==> src/rtl/mult_arb_pkg.sv <==
// Shared constants for the two-requester sequential multiplier: FSM encoding,
// requester ids and the round-robin pick helper.
package mult_arb_pkg;

  typedef enum logic {
    ST_IDLE = 1'b0,
    ST_BUSY = 1'b1
  } state_t;

  localparam logic ID0 = 1'b0;
  localparam logic ID1 = 1'b1;

  // A lone request wins outright; a tie is resolved by the priority pointer.
  function automatic logic arb_pick(input logic i_req0, input logic i_req1, input logic i_ptr);
    logic v_pick;
    if (i_req0 && i_req1) begin
      v_pick = i_ptr;
    end else if (i_req1) begin
      v_pick = ID1;
    end else begin
      v_pick = ID0;
    end
    return v_pick;
  endfunction

endpackage

==> src/rtl/mult_seq.sv <==
// Shift-add datapath: operand registers, accumulator and iteration counter.
// Optional MULT_ARB_ZERO_SKIP_EN finishes a zero-operand pair on its first step.
module mult_seq #(
  parameter int w = 4
) (
  input  logic           clk,
  input  logic           rst_b,
  input  logic           i_start,
  input  logic           i_step,
  input  logic [w-1:0]   i_a,
  input  logic [w-1:0]   i_b,
  output logic           o_last,
  output logic [2*w-1:0] o_prod
);

  localparam int CW = $clog2(w + 1);

  logic [2*w-1:0] r_a;
  logic [w-1:0]   r_b;
  logic [2*w-1:0] r_acc;
  logic [CW-1:0]  r_cnt;
  logic [2*w-1:0] w_addend;
  logic [2*w-1:0] w_acc_nxt;

  assign w_addend  = r_b[0] ? r_a : {(2*w){1'b0}};
  assign w_acc_nxt = r_acc + w_addend;
  // o_prod is the accumulator after the current step, i.e. the product on the last step.
  assign o_prod    = w_acc_nxt;

`ifdef MULT_ARB_ZERO_SKIP_EN
  assign o_last = (r_cnt == CW'(w - 1)) ||
                  ((r_cnt == {CW{1'b0}}) && ((r_a == {(2*w){1'b0}}) || (r_b == {w{1'b0}})));
`else
  assign o_last = (r_cnt == CW'(w - 1));
`endif

  // Load operands on start, then one shift-add iteration per step.
  always_ff @(posedge clk) begin
    if (!rst_b) begin
      r_a   <= {(2*w){1'b0}};
      r_b   <= {w{1'b0}};
      r_acc <= {(2*w){1'b0}};
      r_cnt <= {CW{1'b0}};
    end else if (i_start) begin
      r_a   <= {{w{1'b0}}, i_a};
      r_b   <= i_b;
      r_acc <= {(2*w){1'b0}};
      r_cnt <= {CW{1'b0}};
    end else if (i_step) begin
      r_a   <= {r_a[2*w-2:0], 1'b0};
      r_b   <= {1'b0, r_b[w-1:1]};
      r_acc <= w_acc_nxt;
      r_cnt <= r_cnt + CW'(1);
    end else begin
      r_a   <= r_a;
      r_b   <= r_b;
      r_acc <= r_acc;
      r_cnt <= r_cnt;
    end
  end

endmodule

==> src/rtl/mult_arb_seq.sv <==
// Two-requester round-robin front end for a w-cycle shift-add multiplier.
// Honors MULT_ARB_ZERO_SKIP_EN through the mult_seq datapath.
module mult_arb_seq
  import mult_arb_pkg::*;
#(
  parameter int w = 4
) (
  input  logic           clk,
  input  logic           rst_b,
  input  logic           req0,
  input  logic           req1,
  input  logic [w-1:0]   a0,
  input  logic [w-1:0]   b0,
  input  logic [w-1:0]   a1,
  input  logic [w-1:0]   b1,
  output logic           gnt0,
  output logic           gnt1,
  output logic           busy,
  output logic [2*w-1:0] out,
  output logic           out_id,
  output logic           out_vld
);

  state_t         r_state;
  state_t         w_state_nxt;
  logic           r_ptr;
  logic           r_id;
  logic           r_gnt0;
  logic           r_gnt1;
  logic [2*w-1:0] r_out;
  logic           r_out_id;
  logic           r_out_vld;

  logic           w_pick;
  logic           w_start;
  logic           w_step;
  logic           w_last;
  logic           w_done;
  logic           w_gnt0_d;
  logic           w_gnt1_d;
  logic [w-1:0]   w_a;
  logic [w-1:0]   w_b;
  logic [2*w-1:0] w_prod;

  assign w_pick  = arb_pick(req0, req1, r_ptr);
  assign w_start = (r_state == ST_IDLE) && (req0 || req1);
  assign w_step  = (r_state == ST_BUSY);
  assign w_done  = w_step && w_last;
  assign w_a     = (w_pick == ID1) ? a1 : a0;
  assign w_b     = (w_pick == ID1) ? b1 : b0;

  mult_seq #(.w(w)) u_mult_seq (
    .clk     (clk),
    .rst_b   (rst_b),
    .i_start (w_start),
    .i_step  (w_step),
    .i_a     (w_a),
    .i_b     (w_b),
    .o_last  (w_last),
    .o_prod  (w_prod)
  );

  // State register.
  always_ff @(posedge clk) begin
    if (!rst_b) begin
      r_state <= ST_IDLE;
    end else begin
      r_state <= w_state_nxt;
    end
  end

  // Next-state decode.
  always_comb begin
    w_state_nxt = r_state;
    case (r_state)
      ST_IDLE: begin
        if (req0 || req1) begin
          w_state_nxt = ST_BUSY;
        end else begin
          w_state_nxt = ST_IDLE;
        end
      end
      ST_BUSY: begin
        if (w_last) begin
          w_state_nxt = ST_IDLE;
        end else begin
          w_state_nxt = ST_BUSY;
        end
      end
      default: w_state_nxt = ST_IDLE;
    endcase
  end

  // Output decode ahead of the output registers.
  always_comb begin
    w_gnt0_d = 1'b0;
    w_gnt1_d = 1'b0;
    if (w_start) begin
      w_gnt0_d = (w_pick == ID0);
      w_gnt1_d = (w_pick == ID1);
    end else begin
      w_gnt0_d = 1'b0;
      w_gnt1_d = 1'b0;
    end
  end

  // Grant pulses, pointer/owner tracking and the held result.
  always_ff @(posedge clk) begin
    if (!rst_b) begin
      r_gnt0    <= 1'b0;
      r_gnt1    <= 1'b0;
      r_ptr     <= ID0;
      r_id      <= ID0;
      r_out     <= {(2*w){1'b0}};
      r_out_id  <= ID0;
      r_out_vld <= 1'b0;
    end else begin
      r_gnt0    <= w_gnt0_d;
      r_gnt1    <= w_gnt1_d;
      r_out_vld <= w_done;
      if (w_start) begin
        r_ptr <= ~w_pick;
        r_id  <= w_pick;
      end else begin
        r_ptr <= r_ptr;
        r_id  <= r_id;
      end
      if (w_done) begin
        r_out    <= w_prod;
        r_out_id <= r_id;
      end else begin
        r_out    <= r_out;
        r_out_id <= r_out_id;
      end
    end
  end

  assign gnt0    = r_gnt0;
  assign gnt1    = r_gnt1;
  assign busy    = (r_state == ST_BUSY);
  assign out     = r_out;
  assign out_id  = r_out_id;
  assign out_vld = r_out_vld;

endmodule

==> config.mk <==
export PLATFORM = sky130hd
export DESIGN_NAME = mult_arb_seq
export DESIGN_NICKNAME = d
export VERILOG_FILES = /design/src/rtl/mult_arb_pkg.sv /design/src/rtl/mult_seq.sv /design/src/rtl/mult_arb_seq.sv
export SDC_FILE = /design/constraint.sdc
export NUM_CORES = 1
export LEC_CHECK = 0
export CELL_PAD_IN_SITES_DETAIL_PLACEMENT = 0
export CELL_PAD_IN_SITES_GLOBAL_PLACEMENT = 2
export CORE_ASPECT_RATIO = 1.75
export CORE_MARGIN = 3
export CORE_UTILIZATION = 33
export DETAILED_ROUTE_END_ITERATION = 16
export PLACE_DENSITY_LB_ADDON = 0.1
export SKIP_CTS_REPAIR_TIMING = 1
export SLEW_MARGIN = 20
export SYNTH_ARGS = -nofsm -noshare
export SYNTH_HDL_FRONTEND = slang
export SYNTH_SLANG_ARGS = --single-unit
==> constraint.sdc <==
create_clock -name clk -period 6.4 [get_ports clk]
set_input_delay 1.28 -clock clk [delete_from_list [all_inputs] [get_ports clk]]
set_output_delay 1.28 -clock clk [all_outputs]
set_load 0.01 [all_outputs]
==> results_dict.tcl <==
set metrics [dict create \
    cts_sinks 38 \
    vias_per_cell 5.21 \
    grt_pass1_wl_mm 6.96 \
    reg2reg_depth 9 \
    totalWireLength_mm 4.14 \
    finalSetupTns_ps 0 \
    diodes 0 \
    num_rows 34 \
    synth_area_leader_cell "dfxtp_1" \
    r2r-end "out[6]" \
    syn2layout_area_growth_pct 25.8 \
    holdPathEnd "out[7]" \
    synth_cells 195 \
    n_fill_cell 533 \
    cp.arrival_ps 3130 \
    ant_nets 0 \
    drv_slew 0 \
    post_drt_wl_per_cell_um 14.6 \
    h-tree-depth 2 \
    die_x_um 61.5 \
    wl_met1_mm 1.74 \
    clkLatencyLatePin_ps 290 \
    switching_share_pct 25.0 \
    hold_class "flop to flop" \
    die_area_um2 6350 \
    max-slew-margin-rel_pct 30.9 \
    p_leak_nw 0.888 \
    ys_warn_count 0 \
    crit_path_max_fanout 18 \
    fin_crit_sh_pct 46.3 \
    drc 0 \
    ir_drop_v 0.000101 \
    hp-start "out[7]" \
    die_height_um 103 \
    max_stage_delay_ps 630 \
    clockPowerShare_pct 36.6 \
    critPathSlowestCell "o21ai_2" \
    dr_wl_met3_um 166 \
    internal-power_uw 356 \
    root_buffer "clkbuf_8" \
    max_cap_viol_count 0 \
    worstMarginPinSlew_ps 1030 \
    syn-num-nets 225 \
    crit_path_start_kind "primary input" \
    overflow 0 \
    comb_power_share_pct 10.8 \
    postLayoutCoreUtil_pct 43.9 \
    reg2reg_slack_ps 4110 \
    design.core.area_um2 5100 \
    fin_skew_ps 3.80 \
    holdPathStages 2 \
    cts_tree "done" \
    cp-end-kind "flop" \
    ys_ff_latch 38 \
    layout_common_cells "dfxtp_1, clkdlybuf4s50_1, nand2_1" \
    synth_top_area_share_pct 42.7 \
    status "finished, final reports clean" \
    firstDrtPassIters 4 \
    grt_max_degree 34 \
    ys_seq_area_share_pct 42.7 \
    ios 33 \
    power_switching_uw 119 \
    multi_input_area_um2 965 \
    grt_usage_pct 14.8 \
    wl_met2_mm 2.17 \
    required_ps 6570 \
    area.sequential_um2 761 \
    port_buffers 32 \
    r2r-start "u_mult_seq.r_b[0]" \
    p_seq_share_pct 52.6 \
    final_common_cell "dfxtp_1" \
    fin_nets 258 \
    clkTransAtPathRegs_ps 80 \
    path_class "primary input to flop" \
    synth_cell_type_count 38 \
    vias 1474 \
    grt_pass1_vias 1505 \
    syn-cell-area_um2 1780 \
    clk_path_buf_depth 2 \
    start_util_pct 34.9 \
    hold_viol 0 \
    cts_buffers 5 \
    rsz0062_at_grt "false" \
    drt_iter0_drc 28 \
    avgSynthCellArea_um2 9.14 \
    synth.area.top_cells "dfxtp_1, ha_1, mux2i_1" \
    dr.max_layer_used "met4" \
    dp_hpwl_mm 3.17 \
    fmaxAchievable_ghz 0.337 \
    finalCriticalPeriod_ps 2960 \
    crit_chain "clkdlybuf4s50_1, nor2_1, o21ai_2, or4_1, or3b_1" \
    drive_gt1_share_pct 5.24 \
    antenna_found_initial 0 \
    place_congestion 0.750 \
    power_density_nw_per_um2 212 \
    setup_violations 0 \
]
==> cell usage after synthesis (all sizes together) <==
cell type   n
a2111oi     1
a211oi      6
a21boi      3
a21o        3
a21oi      10
a221oi      6
a22o        5
a22oi       2
a32o        1
and2        8
buf         3
clkbuf      4
dfxtp      38
fa          1
ha          9
inv         7
mux2i      10
nand2      20
nand3       3
nand3b      1
nand4b      1
nor2       19
nor2b       2
nor3        3
o211a       1
o21a        3
o21ai      15
o21bai      1
o31a        1
or3         1
or3b        1
or4         1
xnor2       3
xor2        2
==> routing by layer <==
metal	GRT usage (%)	vias to the layer above
li1	-	769
met1	16.2	664
met2	26.6	37
met3	2.98	4
met4	6.21	0
met5	0	-
==> worst max-delay path: cells and delay by family <==
family | cells | cell delay, ps
simple gates | 3 | 670
compound gates | 1 | 630
buf+inv | 1 | 560
==> worst max path at each step <==
stage                     start  depth (start not counted)  slack [ps]             endpoint
final                      req1                          5        3440  u_mult_seq.r_acc[5]
after global routing      rst_b                          4        3320               out[5]
after CTS                  req1                          5        3450  u_mult_seq.r_acc[5]
after detailed placement   req1                          5        3130  u_mult_seq.r_acc[5]
after global placement     req1                          5        3220  u_mult_seq.r_acc[5]
after floorplan            req1                          4        4160  u_mult_seq.r_acc[5]
==> final cells by class <==
cell class	instances	share of cell area, %
repair buffers	33	14.6
clock buffers	6	3.68
inverters	7	1.17
multi-input cells	143	43.0
flip-flops and latches	38	33.9
well taps	54	3.01
clock inverters	2	0.558
==> state kept, by name, summed over array words and instances (netlist names) <==
signal            cells
u_mult_seq.r_b        4
out_vld               1
out                   8
gnt0                  1
u_mult_seq.r_cnt      3
u_mult_seq.r_a        8
out_id                1
r_ptr                 1
gnt1                  1
u_mult_seq.r_acc      8
busy                  1
r_id                  1
==> stage by stage <==
step | instance area (µm²) | hold slack, ps | instances | setup slack [ps] | total power [mW]
after CTS | 2240 | 468 | 283 | 3450 | 0.482
after global placement | 2150 | 437 | 275 | 3220 | 0.306
after detailed placement | 2150 | 449 | 275 | 3130 | 0.307
after floorplan | 1780 | 427 | 195 | 4160 | 0.284
after global routing | 2240 | 481 | 283 | 3320 | 0.497
final | 2240 | 460 | 283 | 3440 | 0.475
==> cell families after synthesis <==
kind of cell / synth area share [%]
fa+ha+maj: 7.44
flops: 42.7
simple gates: 16.0
compound gates: 22.6
xor+xnor: 2.46
mux: 5.62
buf+inv: 3.16
==> power groups by stage <==
stage	logic (mW)	registers [mW]	clock network [mW]
final	0.0514	0.250	0.174
after global routing	0.0570	0.251	0.189
after CTS	0.0522	0.250	0.180
after detailed placement	0.0520	0.255	0
after global placement	0.0511	0.255	0
after floorplan	0.0300	0.254	0
Note: power is estimated with default switching activity, not from simulation.
